==> config.mk <==
export PLATFORM = sky130hd
export DESIGN_NAME = uc_arbiter
export DESIGN_NICKNAME = d
export VERILOG_FILES = /design/src/rtl/uc_arbiter.sv
export SDC_FILE = /design/constraint.sdc
export NUM_CORES = 1
export LEC_CHECK = 0
export BUFFER_PORTS_ARGS = -buffer_cell sky130_fd_sc_hd__buf_2
export CAP_MARGIN = 20
export CORE_UTILIZATION = 45
export DETAILED_ROUTE_END_ITERATION = 8
export GPL_ROUTABILITY_DRIVEN = 0
export PLACE_DENSITY = 0.7
export REMOVE_ABC_BUFFERS = 1
export SETUP_SLACK_MARGIN = 0.05
export SLEW_MARGIN = 20
export SYNTH_ARGS = -nofsm -noshare
export SYNTH_HDL_FRONTEND = slang
export SYNTH_SLANG_ARGS = --single-unit
export TNS_END_PERCENT = 100
==> constraint.sdc <==
create_clock -name clk -period 1.8 [get_ports clk]
set_input_delay 0.18 -clock clk [delete_from_list [all_inputs] [get_ports clk]]
set_output_delay 0.18 -clock clk [all_outputs]
set_load 0.02 [all_outputs]
==> src/rtl/uc_arbiter.sv <==
// Unit-clause-queue writer: per-engine holding registers, round-robin arbitration,
// one literal per cycle into the queue. Optional literal dedup under `UCA_DEDUP_EN.
`ifndef UC_LENGTH
`define UC_LENGTH 64
`endif

module uc_arbiter #(
  parameter int NUM_ENG = 4,
  parameter int LIT_W   = $clog2(`UC_LENGTH)
) (
  input  logic                            clk,
  input  logic                            rst,
  input  logic                            flush,
  input  logic [NUM_ENG-1:0]              eng2uca_valid,
  input  logic [NUM_ENG-1:0][LIT_W-1:0]   eng2uca_lit,
  output logic [NUM_ENG-1:0]              uca2eng_ready,
  input  logic                            ucq_full,
  output logic                            uca_push,
  output logic [LIT_W-1:0]                uca2ucq
`ifdef UCA_DEDUP_EN
  ,
  output logic [15:0]                     dup_cnt
`endif
);

  localparam int PTR_W = (NUM_ENG > 1) ? $clog2(NUM_ENG) : 1;
  localparam logic [PTR_W-1:0] LAST_PTR = PTR_W'(NUM_ENG - 1);

  logic [NUM_ENG-1:0] hold_vld;
  logic [LIT_W-1:0]   hold_lit [NUM_ENG];
  logic [PTR_W-1:0]   rr_ptr;

  logic               win_found;
  logic [PTR_W-1:0]   win_idx;
  logic [PTR_W-1:0]   win_next;
  logic [LIT_W-1:0]   win_lit;
  logic               drop;
  logic               take;
  logic [NUM_ENG-1:0] capture;

  // Modular add kept explicit so NUM_ENG need not be a power of two.
  function automatic logic [PTR_W-1:0] ptr_add(input logic [PTR_W-1:0] p, input int k);
    int s;
    s = int'(p) + k;
    if (s >= NUM_ENG) s = s - NUM_ENG;
    return PTR_W'(s);
  endfunction

  // NOTE: every always_comb output gets a default first, otherwise a missed
  // branch infers a latch.
  always_comb begin
    win_found = 1'b0;
    win_idx   = '0;
    for (int k = 0; k < NUM_ENG; k++) begin
      if (!win_found && hold_vld[ptr_add(rr_ptr, k)]) begin
        win_found = 1'b1;
        win_idx   = ptr_add(rr_ptr, k);
      end
    end
  end

  assign win_lit  = hold_lit[win_idx];
  assign win_next = (win_idx == LAST_PTR) ? '0 : win_idx + 1'b1;

`ifdef UCA_DEDUP_EN
  logic [`UC_LENGTH-1:0] seen;

  // A repeated literal is discarded even while the queue is full.
  assign drop = win_found & seen[win_lit] & ~rst & ~flush;
`else
  assign drop = 1'b0;
`endif

  assign uca_push      = win_found & ~ucq_full & ~flush & ~rst & ~drop;
  assign take          = uca_push | drop;
  assign uca2ucq       = uca_push ? win_lit : '0;
  assign uca2eng_ready = ~hold_vld & {NUM_ENG{~rst & ~flush}};
  assign capture       = eng2uca_valid & uca2eng_ready;

  // NOTE: sequential state uses non-blocking assignments so every flop sees
  // pre-edge values regardless of statement order.
  always_ff @(posedge clk) begin
    if (rst) begin
      hold_vld <= '0;
      rr_ptr   <= '0;
    end else if (flush) begin
      hold_vld <= '0;
      rr_ptr   <= '0;
    end else begin
      for (int i = 0; i < NUM_ENG; i++) begin
        if (capture[i]) hold_vld[i] <= 1'b1;
      end
      // A held source is never ready, so capture and clear cannot collide.
      if (take) begin
        hold_vld[win_idx] <= 1'b0;
        rr_ptr            <= win_next;
      end
    end
  end

  // NOTE: the literal array carries no reset; its contents are ignored
  // whenever the matching hold_vld bit is clear.
  always_ff @(posedge clk) begin
    for (int i = 0; i < NUM_ENG; i++) begin
      if (capture[i]) hold_lit[i] <= eng2uca_lit[i];
    end
  end

`ifdef UCA_DEDUP_EN
  always_ff @(posedge clk) begin
    if (rst || flush) begin
      seen    <= '0;
      dup_cnt <= '0;
    end else begin
      if (uca_push) seen[win_lit] <= 1'b1;
      if (drop && dup_cnt != 16'hFFFF) dup_cnt <= dup_cnt + 16'd1;
    end
  end
`endif

endmodule

==> run_results.csv, run 1 <==
group,metric,value,unit
sta,finalWorstSetupSlack,-0.146,ns
sta,skew,0.00502,ns
layout,multiInputGateArea,480,um2
logic_synthesis,synth_flop_cell,"edfxtp_1",
global_route,antenna_found_initial,0,
pwr,p_leak,0.715,nW
layout,regArea,853,um2
clocking,clk-insertion-delay-late,0.33,ns
layout,layout.cells.non_filler,185,
logic_synthesis,synth_xor_area_share,0,%
sta,final-hold-violation-count,0,
sta,finalCritPeriodShare,108,%
setup_path,worst-path-max-fanout,7,
logic_synthesis,synth_top_family_by_area,"multiplexers",
layout,nFillCells,215,
clocking,cts_root_buffer,"clkbuf_4",
die,initial_core_util,47.6,%
global_route,grt_pass1_vias,960,
setup_path,required,1.62,ns
worst_hold_path,min_path_type,"primary input to flip-flop",
sta,rsz0062_at_grt,"true",
logic_synthesis,yosysMostFrequentCell,"edfxtp_1",
setup_path,start_kind,"flip-flop",
routing,viasPerCell,5.34,
global_route,grt_start_max_net_pins,10,
routing,dr.pass1.iters,4,
routing,dr.first_iter.drc_count,19,
layout,syn_to_final_growth,32.0,%
status,violations,"negative setup slack",
logic_synthesis,synth_seq_area_share,63.5,%
logic_synthesis,synth_area_leaders,"edfxtp_1, mux2i_1, dfxtp_1",
layout,drive_gt1_share,50.0,%
die,core_area,0.00278,mm2
routing,num_vias,988,
placed_design,port_buffers,42,
routing,drtAntennaViolNets,0,
sta,period_needed,1.95,ns
die,dieArea,0.00316,mm2
setup_path,crit_path_end_kind,"output port",
worst_hold_path,worstHoldPathCells,1,
clocking,cts_sinks,30,
logic_synthesis,syn_area,0.00132,mm2
sta,finalMaxSlewViolations,0,
logic_synthesis,synth_edf_count,24,
routing,wl_per_cell,16.2,um
routing,drc,0,
logic_synthesis,ys_types,23,
logic_synthesis,synthCells,95,
clocking,htreeDepth,2,
logic_synthesis,synth-compound-area-share,10.3,%
global_route,grtUsageTotal,20.0,%
die,rows,19,
sta,fmax,0.514,GHz
logic_synthesis,yosysWarnings,0,
die,io_pins,43,
pwr,power.density,795,mW/mm2
logic_synthesis,synthSimpleGateAreaFrac,8.03,%
layout,n_antenna_cell,0,
logic_synthesis,synth_mux_area_share,10.6,%
logic_synthesis,ys_ff_latch,30,
placed_design,hpwl,2130,um
sta,worst_slew_pin_slew,0.503,ns
global_route,grt-ovfl-total,0,
clocking,cts_tree,"built",
die,die_w,56.2,um
logic_synthesis,syn_area_per_cell,13.9,um2
die,die_h,56.2,um
setup_path,r2r_cells,8,
clocking,clockBufferDepth,2,
sta,finalSetupViolCount,6,
pwr,ir_worst_vdd,0.000573,V
logic_synthesis,synth_top_area_cell,"edfxtp_1",
layout,final_nets,189,
setup_path,critPathArrivalTime,1.77,ns
sta,max_slew_margin,66.4,%
logic_synthesis,synth_largest_type_area_fraction,54.4,%
placed_design,placedCellCount,168,
logic_synthesis,async_flop_share,0,%
logic_synthesis,synthAdderAreaFrac,3.78,%
setup_path,worstSetupPathType,"flip-flop to output port",
global_route,grt_pass1_wl,4490,um
placed_design,dpl_worst_slack,0.00888,ns
job,maxCapViolations,0,
clocking,clkTransAtPathRegs,0.09,ns
logic_synthesis,synth_common_cells,"edfxtp_1, mux2i_1, nor2_1",
clocking,cts_inserted_buffers,5,
status,outcome,"finished, violations left",
routing,routed_wl,2990,um
## registers in the layout, summed over array words and instances, names as in the netlist
register  cells
hold_lit     24
hold_vld      4
rr_ptr        2
## worst paths after layout
| path | from | endpoint | slack (ns) |
|---|---|---|---|
| min reg2reg | rr_ptr[0]$_SDFFE_PP0P_ | rr_ptr[0]$_SDFFE_PP0P_ | 0.57 |
| max | rr_ptr[0]$_SDFFE_PP0P_ | uca2ucq[2] | -0.15 |
| min | eng2uca_lit[9] | hold_lit[1][3]$_DFFE_PP_ | 0.02 |
| max reg2reg | rr_ptr[1]$_SDFFE_PP0P_ | hold_vld[0]$_SDFF_PP0_ | 0.16 |
## cells by family (layout without fill, tap and decap cells)
| group | count (synthesis) | count (layout) |
|---|---|---|
| flops | 30 | 30 |
| fa+ha+maj | 4 | 4 |
| compound gates | 20 | 21 |
| buf+inv | 7 | 65 |
| mux | 14 | 14 |
| simple gates | 20 | 20 |
## worst max-delay path, stage by stage (launching register included)
cell,delay (ns)
dfxtp_1,0.37
inv_1,0.09
o21ai_2,0.22
o2bb2a_4,0.24
mux2i_2,0.17
o22ai_1,0.16
buf_2,0.19
## final cells by class
type / count / area share, %
inverter: 4 / 0.859
clock buffer: 7 / 3.15
tap: 31 / 2.22
multi-input combinational: 59 / 27.5
timing repair buffer: 53 / 17.2
sequential: 30 / 48.8
clock inverter: 1 / 0.286
## placed cells by master, fill, tap and decap left out, types with 2 or more instances in the layout
cell | netlist | final
a21oi_2 | 1 | 3
mux2i_1 | 14 | 13
a21oi_1 | 6 | 4
edfxtp_1 | 24 | 24
clkbuf_4 | 0 | 5
o2bb2a_4 | 1 | 2
nand2_2 | 0 | 2
o22ai_1 | 6 | 6
nor3_2 | 2 | 2
inv_1 | 4 | 4
buf_2 | 0 | 40
dfxtp_4 | 0 | 3
buf_4 | 0 | 12
ha_1 | 4 | 4
and2_1 | 3 | 3
dfxtp_1 | 6 | 2
nor2_1 | 8 | 8
o21ai_0 | 4 | 4
## report_power, final
group          internal (mW)  switching [mW]  total (mW)  leakage, nW
clock                  0.189           0.216       0.405       0.0353
sequential             0.770          0.0159       0.786        0.271
combinational         0.0979           0.101       0.199        0.408
total                   1.06           0.333        1.39        0.715
## metrics by stage
step | util (%) | total power [mW] | TNS [ns] | cell area, um2 | hold WS [ns]
2_1_floorplan | - | 0.893 | 0 | 1290 | 0.279
3_3_place_gp | 56.1 | 0.963 | 0 | 1560 | 0.358
3_5_place_dp | 56.1 | 0.968 | 0 | 1560 | 0.358
4_1_cts | 61.9 | 1.39 | -0.651 | 1720 | 0.0167
5_1_grt | 62.8 | 1.45 | -1.14 | 1750 | 0.00159
6_report | 62.8 | 1.39 | -0.581 | 1750 | 0.0236
## layer usage
layer	routed length (um)	vias up	track usage (%)
li1	-	475	-
met1	1280	450	23.8
met2	1440	51	33.0
met3	205	12	8.14
met4	69	0	6.27
met5	0	-	0
## timing repair
action	4_1_cts	5_1_grt
pin swaps	3	3
gates resized for setup	14	3
cloned	1	0
endpoints found under the hold margin	0	1
hold buffers	0	1
setup endpoints to repair	6	6
buffers inserted	6	1
Power figures use the tool's default switching activity.
==> run 2, diff against run 1 <==
--- a/config.mk
+++ b/config.mk
@@ -7,10 +7,10 @@
 export LEC_CHECK = 0
 export BUFFER_PORTS_ARGS = -buffer_cell sky130_fd_sc_hd__buf_2
 export CAP_MARGIN = 20
-export CORE_UTILIZATION = 45
+export CORE_UTILIZATION = 49
 export DETAILED_ROUTE_END_ITERATION = 8
 export GPL_ROUTABILITY_DRIVEN = 0
-export PLACE_DENSITY = 0.7
+export PLACE_DENSITY = 0.76
 export REMOVE_ABC_BUFFERS = 1
 export SETUP_SLACK_MARGIN = 0.05
 export SLEW_MARGIN = 20
==> run_results.csv, run 2 (synthesis results as in run 1) <==
group,metric,value,unit
status,outcome,"finished, violations left",
status,violations,"negative setup slack",
layout,n_antenna_cell,0,
pwr,p_leak,0.718,nW
layout,syn_to_final_growth,31.5,%
die,initial_core_util,52.5,%
global_route,grt_pass1_vias,889,
job,maxCapViolations,0,
routing,dr.first_iter.drc_count,27,
setup_path,cpPeakStageDelay,0.40,ns
layout,nFillCells,177,
placed_design,dpl_worst_slack,0.0437,ns
layout,final_nets,189,
routing,num_vias,1001,
setup_path,cp_cell_sequence,"mux2i_1 -> nor2_1 -> nor3_2 -> inv_1 -> nand2_4 -> o22ai_1 -> buf_4",
setup_path,worstSetupPathType,"flip-flop to output port",
layout,drive_gt1_share,49.4,%
sta,period_needed,1.92,ns
clocking,cts_inserted_buffers,5,
global_route,grt_pass1_wl,4090,um
layout,regMostFlops,"hold_lit",
layout,final_util,69.0,%
routing,routed_wl,2830,um
layout,reg.largest.list,"hold_lit x24, hold_vld x4, rr_ptr x2",
layout,final_cell_area,0.00174,mm2
sta,skew,0.00249,ns
pwr,ir_worst_vdd,0.000639,V
setup_path,setup.worst_path.start,"rr_ptr[1]$_SDFFE_PP0P_",
setup_path,start_kind,"flip-flop",
worst_hold_path,hp-start,"eng2uca_lit[6]",
die,dieArea,0.00291,mm2
routing,dr.pass1.iters,4,
sta,finalSetupViolCount,6,
placed_design,dpl_cell_area,0.00155,mm2
sta,fmax,0.520,GHz
global_route,grt_start_max_net_pins,10,
worst_hold_path,min_path_type,"primary input to flip-flop",
sta,finalCritPeriodShare,107,%
clocking,cts_sinks,30,
setup_path,critPathArrivalTime,1.74,ns
global_route,antenna_found_initial,0,
layout,multiInputGateArea,485,um2
pwr,total_power,1.35,mW
placed_design,port_buffers,42,
routing,wl_per_cell,15.4,um
clocking,holdBufCountCts,0,
sta,finalWorstSetupSlack,-0.122,ns
clocking,clockBufferDepth,2,
clocking,clkTransAtPathRegs,0.09,ns
clocking,cts_tree,"built",
sta,finalMaxSlewViolations,0,
sta,rsz0062_at_grt,"true",
setup_path,crit_slowest_cell,"dfxtp_4",
die,die_w,54.0,um
sta,max_slew_margin,70.3,%
pwr,power.density,777,mW/mm2
die,rows,18,
layout,mostFrequentLayoutCells,"buf_2, edfxtp_1, mux2i_1",
routing,drtAntennaViolNets,0,
routing,viasPerCell,5.44,
layout,largest_reg_flops,24,
setup_path,required,1.62,ns
routing,drc,0,
global_route,grtUsageTotal,21.6,%
setup_path,rr_startpoint,"rr_ptr[1]$_SDFFE_PP0P_",
layout,regArea,855,um2
die,core_area,0.00252,mm2
sta,setup_tns,-0.628,ns
clocking,htreeDepth,2,
layout,layout_commonest_cell,"buf_2",
clocking,cts_root_buffer,"clkbuf_4",
sta,final-hold-violation-count,0,
die,io_pins,43,
global_route,grt-ovfl-total,0,
placed_design,hpwl,1890,um
setup_path,crit_path_end_kind,"output port",
die,die_h,54.0,um
clocking,clk-insertion-delay-late,0.32,ns
sta,worst_slew_pin_slew,0.444,ns
setup_path,worst-path-max-fanout,6,
run 2: timing repair:
action                                  CTS  global route
gates resized for setup                  13             5
pin swaps                                 4             1
endpoints found under the setup margin    6             6
gates cloned                              1             0
setup buffers                             7             2
run 2: where the power goes:
part / internal, mW / total, mW / switching [mW]
sequential: 0.770 / 0.786 / 0.0159
clock: 0.146 / 0.366 / 0.220
combinational: 0.0984 / 0.199 / 0.101
run 2: cell type report:
| type | count | share of cell area, % |
|---|---|---|
| tap | 30 | 2.16 |
| sequential | 30 | 49.1 |
| timing repair buffer | 53 | 17.1 |
| clock inverter | 2 | 0.503 |
| inverter | 4 | 0.863 |
| multi-input combinational | 59 | 27.9 |
| clock buffer | 6 | 2.37 |
run 2: path summary, 6_finish.rpt:
| path | endpoint | slack (ns) | depth (start not counted) |
|---|---|---|---|
| worst max-delay path | uca2ucq[1] | -0.12 | 7 |
| worst max register to register | rr_ptr[1]$_SDFFE_PP0P_ | 0.11 | 8 |
| worst min register to register | rr_ptr[0]$_SDFFE_PP0P_ | 0.55 | 1 |
| worst min-delay path | hold_lit[1][0]$_DFFE_PP_ | 0.03 | 1 |
run 2: layer usage:
metal / global-route usage (%) / routed length [um] / share of wire (%)
met5: 0 / 0 / 0
met4: 11.5 / 51 / 1.8
met3: 5.93 / 172 / 6.1
met2: 33.7 / 1360 / 48
met1: 27.2 / 1250 / 44
run 2: through the flow:
stage | hold WS (ns) | std cells
after floorplan | 0.279 | 92
after global placement | 0.357 | 166
after detailed placement | 0.359 | 166
after CTS | 0.0129 | 182
after global routing | -0.00380 | 184
final | 0.0257 | 184
run 2: critical path, delay by kind of cell (launching register included):
family | cells | cell delay (ns)
AO/OA/AOI/OAI | 1 | 0.11
buffers and inverters | 2 | 0.31
flip-flops | 1 | 0.40
multiplexers | 1 | 0.20
AND/OR/NAND/NOR | 3 | 0.40
==> run 3, diff against run 2 <==
--- a/config.mk
+++ b/config.mk
@@ -11,6 +11,7 @@
 export DETAILED_ROUTE_END_ITERATION = 8
 export GPL_ROUTABILITY_DRIVEN = 0
 export PLACE_DENSITY = 0.76
+export RECOVER_POWER = 100
 export REMOVE_ABC_BUFFERS = 1
 export SETUP_SLACK_MARGIN = 0.05
 export SLEW_MARGIN = 20
==> run_results.csv, run 3 (synthesis results as in run 1) <==
group,metric,value,unit
status,outcome,"finished, violations left",
status,violations,"negative setup slack",
routing,num_vias,1001,
sta,rsz0062_at_grt,"true",
global_route,met3_usage,5.93,%
sta,max_slew_margin,70.3,%
sta,finalMaxSlewViolations,0,
global_route,grt_start_max_net_pins,10,
layout,n_antenna_cell,0,
layout,syn_to_final_growth,31.5,%
setup_path,r2r_cells,8,
global_route,grt_pass1_vias,889,
setup_path,r2r_setup_slack,0.11,ns
setup_path,critPathArrivalTime,1.74,ns
layout,reg.largest.list,"hold_lit x24, hold_vld x4, rr_ptr x2",
global_route,grt-ovfl-total,0,
placed_design,placedCellCount,166,
layout,layout.cells.non_filler,184,
clocking,holdBufCountCts,0,
setup_path,cp-endpoint,"uca2ucq[1]",
global_route,grt_pass1_wl,4090,um
clocking,htreeDepth,2,
layout,final_nets,189,
clocking,clockBufferDepth,2,
sta,final-hold-violation-count,0,
layout,regMostFlops,"hold_lit",
routing,drtAntennaViolNets,0,
die,initial_core_util,52.5,%
pwr,ir_worst_vdd,0.000639,V
clocking,cts_sinks,30,
pwr,power.density,776,mW/mm2
die,dieArea,0.00291,mm2
layout,mostFrequentLayoutCells,"buf_2, edfxtp_1, mux2i_1",
placed_design,port_buffers,42,
layout,final_util,69.0,%
routing,routed_wl,2830,um
layout,drive_gt1_share,49.4,%
layout,largest_reg_flops,24,
clocking,clk-insertion-delay-late,0.32,ns
setup_path,rr_startpoint,"rr_ptr[1]$_SDFFE_PP0P_",
routing,wl_per_cell,15.4,um
setup_path,worstSetupPathType,"flip-flop to output port",
routing,viasPerCell,5.44,
sta,period_needed,1.92,ns
global_route,antenna_found_initial,0,
layout,layout_commonest_cell,"buf_2",
setup_path,start_kind,"flip-flop",
placed_design,hpwl,1890,um
sta,worst_slew_pin_slew,0.444,ns
worst_hold_path,min_path_type,"primary input to flip-flop",
routing,dr.first_iter.drc_count,27,
clocking,cts_tree,"built",
clocking,clkTransAtPathRegs,0.09,ns
job,maxCapViolations,0,
clocking,cts_root_buffer,"clkbuf_4",
die,rows,18,
global_route,use_met2,33.7,%
global_route,grt_util_met1,27.2,%
global_route,busiest_layer,"met2",
sta,finalSetupViolCount,6,
die,die_h,54.0,um
setup_path,r2r_end,"rr_ptr[1]$_SDFFE_PP0P_",
setup_path,setup.worst_path.start,"rr_ptr[1]$_SDFFE_PP0P_",
die,core_area,0.00252,mm2
sta,finalWorstSetupSlack,-0.122,ns
setup_path,crit_path_end_kind,"output port",
sta,skew,0.00249,ns
setup_path,worst-path-max-fanout,6,
routing,dr.pass1.iters,4,
clocking,cts_inserted_buffers,5,
die,die_w,54.0,um
global_route,grtUsageTotal,21.6,%
routing,drc,0,
layout,nFillCells,177,
sta,setup_tns,-0.628,ns
pwr,p_leak,0.717,nW
sta,finalCritPeriodShare,107,%
sta,hold_ws,0.0257,ns
setup_path,required,1.62,ns
pwr,total_power,1.35,mW
die,io_pins,43,
sta,fmax,0.520,GHz
## run 3: what timing repair did
action / CTS / global route
gates resized for setup: 13 / 5
gates cloned: 1 / 0
setup endpoints to repair: 6 / 6
buffers inserted: 7 / 2
pin swaps: 4 / 1
## run 3: area by class of cell
class	instances	area [um2]	share of cell area [%]
clock buffer	6	41.3	2.37
multi-input combinational	59	485	27.9
clock inverter	2	8.76	0.503
sequential	30	855	49.1
inverter	4	15.0	0.863
timing repair buffer	53	298	17.1
tap	30	37.5	2.16
## run 3: stage by stage
step           setup slack, ns  instance area [um2]
6_report                -0.122                 1740
5_1_grt                 -0.227                 1740
4_1_cts                 -0.130                 1700
3_5_place_dp            0.0437                 1550
3_3_place_gp            0.0926                 1550
2_1_floorplan            0.108                 1290
## run 3: worst max-delay path, stage by stage, from the launching register on
cell and delay (ns):
dfxtp_4 0.40, mux2i_1 0.20, nor2_1 0.06, nor3_2 0.23, inv_1 0.14, nand2_4 0.11
o22ai_1 0.11, buf_4 0.17
## run 3: metal layers
layer  part of all wire [%]  vias up
met5                      0        -
met4                    1.8        0
met3                    6.1        4
met2                     48       36
met1                     44      479
li1                       -      482
## run 3: report_power, final
group,total [mW],internal (mW),switching [mW]
Clock,0.366,0.146,0.220
Combinational,0.199,0.0983,0.101
Sequential,0.786,0.770,0.0159
## run 3: worst min path at each step
stage / from / end / cells after the start
floorplan: eng2uca_lit[0] / hold_lit[0][0]$_DFFE_PP_ / 0
global placement: eng2uca_lit[14] / hold_lit[2][2]$_DFFE_PP_ / 1
detailed placement: eng2uca_lit[12] / hold_lit[2][0]$_DFFE_PP_ / 1
CTS: eng2uca_lit[1] / hold_lit[0][1]$_DFFE_PP_ / 1
global route: eng2uca_lit[6] / hold_lit[1][0]$_DFFE_PP_ / 1
finish: eng2uca_lit[6] / hold_lit[1][0]$_DFFE_PP_ / 1
